### config.mk
export PLATFORM = sky130hd
export DESIGN_NAME = uart_rx
export DESIGN_NICKNAME = d
export VERILOG_FILES = /design/src/rtl/uart_pkg.sv /design/src/rtl/uart_sync.sv /design/src/rtl/uart_rx.sv
export SDC_FILE = /design/constraint.sdc
export NUM_CORES = 1
export LEC_CHECK = 0
export CORE_MARGIN = 4
export CORE_UTILIZATION = 25
export CTS_CLUSTER_SIZE = 40
export DETAILED_ROUTE_END_ITERATION = 10
export PLACE_DENSITY = 0.44
export SKIP_LAST_GASP = 1
export SLEW_MARGIN = 25
export SYNTH_ARGS = -nofsm -noshare
export SYNTH_HDL_FRONTEND = slang
export SYNTH_HIERARCHICAL = 1
export SYNTH_SLANG_ARGS = --single-unit
### constraint.sdc
create_clock -name clk -period 1.96 [get_ports clk]
set_input_delay 0.196 -clock clk [delete_from_list [all_inputs] [get_ports clk]]
set_output_delay 0.196 -clock clk [all_outputs]
set_load 0.03 [all_outputs]
### src/rtl/uart_pkg.sv
// Shared UART definitions: FSM state type and default frame geometry.
package uart_pkg;

    localparam int unsigned OVERSAMPLE_DEF = 16;
    localparam int unsigned DATA_BITS_DEF  = 8;

    typedef enum logic [1:0] {
        StIdle,
        StStart,
        StData,
        StStop
    } uart_state_e;

endpackage

### src/rtl/uart_sync.sv
// Two-flop synchronizer for the asynchronous serial line; resets to the idle (high) level.
module uart_sync (
    input  logic clk,
    input  logic rst,
    input  logic d,
    output logic q
);

    logic [1:0] sync_q;
    logic [1:0] sync_d;

    // Shift the raw line through two stages.
    always_comb begin
        sync_d = {sync_q[0], d};
    end

    // Synchronizer flops, reset to line-idle.
    always_ff @(posedge clk) begin
        if (rst) begin
            sync_q <= 2'b11;
        end else begin
            sync_q <= sync_d;
        end
    end

    assign q = sync_q[1];

endmodule

### src/rtl/uart_rx.sv
// UART receiver: oversampled start/data/stop framing with a one-byte holding register.
module uart_rx
    import uart_pkg::*;
#(
    parameter int unsigned OVERSAMPLE = OVERSAMPLE_DEF,
    parameter int unsigned DATA_BITS  = DATA_BITS_DEF
) (
    input  logic                 clk,
    input  logic                 rst,
    input  logic                 baud,
    input  logic                 data_in,
    input  logic                 rx_ready,
    output logic [DATA_BITS-1:0] data_out,
    output logic                 rx_valid,
    output logic                 rx_busy,
    output logic                 rx_frame_err,
    output logic                 rx_overrun
);

    localparam int unsigned CntW = $clog2(OVERSAMPLE);
    localparam int unsigned IdxW = $clog2(DATA_BITS);

    localparam logic [CntW-1:0] MidTick  = CntW'(OVERSAMPLE / 2 - 1);
    localparam logic [CntW-1:0] LastTick = CntW'(OVERSAMPLE - 1);
    localparam logic [IdxW-1:0] LastBit  = IdxW'(DATA_BITS - 1);

    logic                 line;
    uart_state_e          state_q, state_d;
    logic [CntW-1:0]      cnt_q, cnt_d;
    logic [IdxW-1:0]      idx_q, idx_d;
    logic [DATA_BITS-1:0] shift_q, shift_d;
    logic [DATA_BITS-1:0] data_q, data_d;
    logic                 valid_q, valid_d;
    logic                 frame_err_q, frame_err_d;
    logic                 overrun_q, overrun_d;
    logic                 byte_done;
    logic                 accept;

    uart_sync u_sync (
        .clk (clk),
        .rst (rst),
        .d   (data_in),
        .q   (line)
    );

    // Frame FSM. In StStop the bit index still reads LastBit while the stop bit is being
    // timed; it is cleared on a framing error to mark "wait for the line to return high".
    // This relies on DATA_BITS >= 2.
    always_comb begin
        state_d     = state_q;
        cnt_d       = cnt_q;
        idx_d       = idx_q;
        shift_d     = shift_q;
        byte_done   = 1'b0;
        frame_err_d = 1'b0;
        unique case (state_q)
            StIdle: begin
                if (baud && !line) begin
                    state_d = StStart;
                    cnt_d   = '0;
                end
            end
            StStart: begin
                if (baud) begin
                    if (cnt_q == MidTick) begin
                        cnt_d   = '0;
                        idx_d   = '0;
                        state_d = line ? StIdle : StData;
                    end else begin
                        cnt_d = cnt_q + 1'b1;
                    end
                end
            end
            StData: begin
                if (baud) begin
                    if (cnt_q == LastTick) begin
                        cnt_d   = '0;
                        shift_d = {line, shift_q[DATA_BITS-1:1]};
                        if (idx_q == LastBit) begin
                            state_d = StStop;
                        end else begin
                            idx_d = idx_q + 1'b1;
                        end
                    end else begin
                        cnt_d = cnt_q + 1'b1;
                    end
                end
            end
            StStop: begin
                if (idx_q != LastBit) begin
                    if (line) begin
                        state_d = StIdle;
                    end
                end else if (baud) begin
                    if (cnt_q == LastTick) begin
                        if (line) begin
                            byte_done = 1'b1;
                            state_d   = StIdle;
                        end else begin
                            frame_err_d = 1'b1;
                            idx_d       = '0;
                        end
                    end else begin
                        cnt_d = cnt_q + 1'b1;
                    end
                end
            end
            default: state_d = StIdle;
        endcase
    end

    // Holding register: a completed byte loads if the slot is empty or being freed this clk.
    always_comb begin
        accept    = valid_q && rx_ready;
        data_d    = data_q;
        valid_d   = valid_q;
        overrun_d = 1'b0;
        if (accept) begin
            valid_d = 1'b0;
        end
        if (byte_done) begin
            if (!valid_q || accept) begin
                data_d  = shift_q;
                valid_d = 1'b1;
            end else begin
                overrun_d = 1'b1;
            end
        end
    end

    // State registers; reset wins over every other event.
    always_ff @(posedge clk) begin
        if (rst) begin
            state_q     <= StIdle;
            cnt_q       <= '0;
            idx_q       <= '0;
            shift_q     <= '0;
            data_q      <= '0;
            valid_q     <= 1'b0;
            frame_err_q <= 1'b0;
            overrun_q   <= 1'b0;
        end else begin
            state_q     <= state_d;
            cnt_q       <= cnt_d;
            idx_q       <= idx_d;
            shift_q     <= shift_d;
            data_q      <= data_d;
            valid_q     <= valid_d;
            frame_err_q <= frame_err_d;
            overrun_q   <= overrun_d;
        end
    end

    assign data_out     = data_q;
    assign rx_valid     = valid_q;
    assign rx_busy      = (state_q != StIdle);
    assign rx_frame_err = frame_err_q;
    assign rx_overrun   = overrun_q;

endmodule

# Word level (Yosys, flattened, before mapping)

Index checks and enable logic that the tools add are counted.

Register bits after elaboration: 30
Output and inout port bits: 12
Word-level logic and storage cells: 92

Add/subtract/negate cells: 2
Equal/unequal tests: 21
Mux-type cells: 41
Bitwise logic cells: 4
Reduce and logical (&&, ||, !) cells: 15

Operators with widths:

| operator                                      | count |
|---|---|
| two-way mux 4 bit                             | 8 |
| two-way mux 3 bit                             | 9 |
| != test 2 bit, second input constant          | 12 |
| two-way mux 2 bit                             | 11 |
| case mux 4 bit (4 select lines)               | 1 |
| two-way mux 1 bit                             | 10 |
| AND reduction 10 bit                          | 1 |
| != test 3 bit, second input constant          | 3 |
| case mux 3 bit (3 select lines)               | 1 |
| case mux 2 bit (4 select lines)               | 1 |
| AND reduction 8 bit                           | 1 |
| AND reduction 6 bit                           | 1 |
| OR reduction 5 bit                            | 1 |
| adder 4 x 1 -> 4 bit, second input constant   | 1 |
| == test 2 bit, second input constant          | 2 |
| == test 4 x 3 -> 1 bit, second input constant | 1 |
| == test 4 bit, second input constant          | 1 |
| inverter 1 bit                                | 4 |
| adder 3 x 1 -> 3 bit, second input constant   | 1 |
| == test 3 bit, second input constant          | 1 |
| AND reduction 3 bit                           | 1 |
| nonzero test 3 bit                            | 1 |
| == test 2 x 1 -> 1 bit, second input constant | 1 |
| logical AND 1 bit                             | 2 |
| other kinds (6)                               | 7 |

# Logic depth before layout (Yosys ltp)

Depth in word-level cells: 7
Depth in mapped cells: 6

# By module

Netlist, hierarchy kept.

By module, submodules not included:

| module    | instances | cells each | area each (µm²) |
|---|---|---|---|
| uart_rx   | 1         | 146        | 1,452.6 |
| uart_sync | 1         | 4          | 52.6 |

# Least setup slack after synthesis

Ideal clock, no wire load.

Kind: reg-to-reg
Start point: register cnt_q[0]
End point: register idx_q[0]
Setup time: 0.121 ns
Arrival time: 1.529 ns
Required time: 1.839 ns
Slack: 0.309 ns
Stages on the path, launching flop included: 6
Buffers on the path: 0
Cell sequence: dfxtp_1 > ha_1 > and3_4 > a311o_1 > nand3_2 > mux2_4

Longest elaborated chain between the ends: 3
Elaborated cells between the ends (all ways): 6
Classes of those cells: 5 x eq/ne; 1 x reduce/logical

Ends and longest elaborated chain:

| element                                                 | line                                        | source |
|---|---|---|
| from (decl)                                             | uart_rx.sv:29                               | `logic [CntW-1:0] cnt_q, cnt_d;` |
| from (signal assigned)                                  | uart_rx.sv:144                              | `cnt_q <= cnt_d;` |
| == test 4 bit or == test 4 x 3 -> 1 bit (tied branches) | uart_rx.sv:76, uart_rx.sv:95, uart_rx.sv:65 |  |
| != test 2 bit (no line)                                 | --                                          |  |
| AND reduction 10 bit (no line) (*)                      | --                                          |  |
| to (signal assigned)                                    | uart_rx.sv:145                              | `idx_q <= idx_d;` |
| to (decl)                                               | uart_rx.sv:30                               | `logic [IdxW-1:0] idx_q, idx_d;` |

Mark *: on every way between the ends. The rest lies on a longest branch, timed or not.
A chain may end at the register's enable or synchronous reset.

# Worst setup path after layout

Start point: register state_q[0]
End point: output port rx_busy

Longest elaborated chain between the ends: 1

Ends and longest elaborated chain:

| element                | line           | source |
|---|---|---|
| from (decl)            | uart_rx.sv:28  | `uart_state_e state_q, state_d;` |
| from (signal assigned) | uart_rx.sv:134 | `state_q <= StIdle;` |
| from (signal assigned) | uart_rx.sv:143 | `state_q <= state_d;` |
| nonzero test 2 bit     | uart_rx.sv:156 | `assign rx_busy = (state_q != StIdle);` |
| to (decl)              | uart_rx.sv:15  | `output logic rx_busy,` |

No other way between the ends.

==> results.yml <==
global_routing:
  grt_max_degree: 17
  grt_pass1_wl_mm: 5.55
  grt_pass1_vias: 1169
  grt_usage: 0.0926
  antenna_found_initial: 0
  grt_overflow: 0
power:
  leakagePower_nw: 0.711
  power_density_nw_per_um2: 714
  clock_power_share: 0.477
  switching_share: 0.206
  pwr-share-seq: 0.467
  vdd_ir_drop_max_uv: 310
  internal_power_mw: 1.05
  p_total_mw: 1.33
  p_comb_frac: 0.056
  switchingPower_mw: 0.274
final_layout:
  area_growth_pct: 23.6
  antenna-diode-count: 0
  final_common_cell: "dfxtp_1"
  drive_above_1_share: 0.176
  final_cell_mix: "dfxtp_1, mux2i_1, nor2_1"
  fin_cells: 242
  n_fill_cell: 606
  final_nets: 179
timing:
  relSlewSlack: 0.608
  slew_violations: 0
  fin_crit_sh: 0.928
  rsz0062_at_grt: "false"
  setup-violations-final: 0
  fmaxAchievable_ghz: 0.550
  fin_skew_ns: 0.00502
  hold_viol: 0
  worst_slew_pin_slew_ns: 0.586
  tns_ns: 0
  post-route-min-period_ns: 1.82
synthesis:
  synth_area_leaders: "dfxtp_1, mux2i_1, nor2_1, ha_1, nand3_1"
  synth_top_area_frac: 0.399
  syn-num-nets: 159
  synth-seq-cells: 30
  netlist_instances: 150
  synth-edff-count: 0
  ys_seq_area_frac: 0.399
  synthArstFlopShare: 0
  ys_warn_count: 6
  syn_area_um2: 1510
  syn_area_per_cell_um2: 10.0
  yosys.area.top_type: "dfxtp_1"
  synth.distinct_cells: 48
  synth_flop_cell: "dfxtp_1"
routing:
  first_pass_iters: 4
  wirelength_mm: 2.99
  drc: 0
  ant_nets: 0
  viasPerCell: 4.68
  vias: 1132
  drtIter0Drc: 39
  wire_per_inst_um: 12.3
worst_setup_path:
  rrSetupSlack_ns: 0.19
  worst-path-buf-inv: 2
  r2r_start: "cnt_q[0]"
  endpoint_kind: "primary output"
  max_stage_delay_ns: 0.67
  cp.arrival_ns: 1.62
  crit_fanout: 14
  cp_cell_sequence: "nor2_4, inv_1, clkdlybuf4s50_1"
  crit_slowest_cell: "clkdlybuf4s50_1"
  reg2reg_depth: 5
  start_kind: "flip-flop"
  crit_type: "reg -> out"
  cp_top_family: "buffers and inverters"
  worstReg2RegEnd: "idx_q[0]"
  crit_required_ns: 1.76
hold_path:
  hold_start: "u_sync/sync_q[0]"
  hold_depth: 1
  holdPathEnd: "u_sync/sync_q[1]"
  hold_class: "reg -> reg"
run_status:
  status: "finished, final reports clean"
floorplan:
  die_y_um: 85.6
  die_area_um2: 7330
  coreArea_um2: 5680
  rows: 27
  io_pins: 17
  floorplan.initialDensity: 0.265
  die_w_um: 85.6
placed_design:
  dp_hpwl_mm: 2.15
  dpl.cell_count: 235
  gp_congestion: 0.772
  port_buffers: 16
cts:
  cts_tree: "built"
  clock_sinks: 30
  path_clk_slew_ns: 0.07
  cts_root_buf: "clkbuf_8"
  cts_resized: 1
  post_cts_buffers: 0
  clk_latency_ns: 0.28
  cts_hold_buf: 0
  clock_path_buffers: 2
  h-tree-depth: 2
  cts_buffers: 5
job:
  maxCapViolations: 0
==> routing by layer <==
layer,global-route usage,up-vias,share of wire
met5,0,-,0
met4,0.0345,0,0.014
met3,0.0259,5,0.032
met2,0.141,23,0.44
met1,0.125,520,0.51
li1,-,584,-
==> through the flow <==
stage | utilization | area (um^2) | setup slack [ns] | hold WS (ns)
final | 0.328 | 1860 | 0.140 | 0.407
after global routing | 0.328 | 1860 | 0.0564 | 0.456
after CTS | 0.328 | 1860 | 0.0534 | 0.417
after detailed placement | 0.308 | 1750 | 0.215 | 0.403
after global placement | 0.308 | 1750 | 0.237 | 0.406
after floorplan | - | 1510 | 0.309 | 0.293
==> power groups by stage <==
stage	Sequential [mW]	Clock (mW)	Combinational (mW)
2_1_floorplan	0.629	0	0.0549
3_3_place_gp	0.634	0	0.0744
3_5_place_dp	0.634	0	0.0748
4_1_cts	0.621	0.652	0.0750
5_1_grt	0.621	0.678	0.0818
6_report	0.621	0.633	0.0746
==> cell type report <==
cell class | instances | area, um^2 | area share
multi-input cells | 109 | 850 | 0.457
clock inverters | 1 | 30.0 | 0.0161
well taps | 72 | 90.1 | 0.0484
repair buffers | 20 | 190 | 0.102
flip-flops and latches | 30 | 603 | 0.324
inverters | 4 | 15.0 | 0.00807
clock buffers | 6 | 82.6 | 0.0444
==> logic make-up after synthesis <==
group,share of synthesized area
and+or+nand+nor,0.279
AOI/OAI and AO/OA,0.122
DFF,0.399
buffers and inverters,0.0366
muxes,0.130
adders and majority gates,0.0333
==> worst register-to-register path, stage by stage (launching register included) <==
cell and delay, ns:
dfxtp_1 0.33, ha_1 0.31, and3_4 0.24, a311o_1 0.36, nand3_2 0.12, mux2_4 0.30
==> synthesized netlist by cell type, drive strengths merged, types with 2 or more instances <==
cell type  instances
nor2b              4
a31oi              2
and3               3
nor3b              2
nand4              2
a21oi              4
buf                5
nor3               4
nor2              19
inv                4
or3b               2
nand2              4
nand3b             2
nand3              8
a311o              2
o21ai              4
clkbuf             2
nand2b             4
o31ai              3
ha                 4
mux2i             18
or2                3
dfxtp             30
==> sequential cells by signal (all words and copies together) (netlist names), named ones only <==
signal         flops
rx_overrun         1
idx_q              3
state_q            1
cnt_q              4
shift_q            8
data_out           8
rx_frame_err       1
u_sync/sync_q      2
rx_valid           1
==> worst max-delay path by stage <==
stage | startpoint | to | cells past startpoint
finish | state_q[0] | rx_busy | 3
global route | state_q[0] | rx_busy | 3
CTS | flip-flop | rx_busy | 3
detailed placement | cnt_q[0] | idx_q[0] | 5
global placement | cnt_q[0] | idx_q[0] | 5
floorplan | cnt_q[0] | idx_q[0] | 5
(Power assumes the default switching activity.)
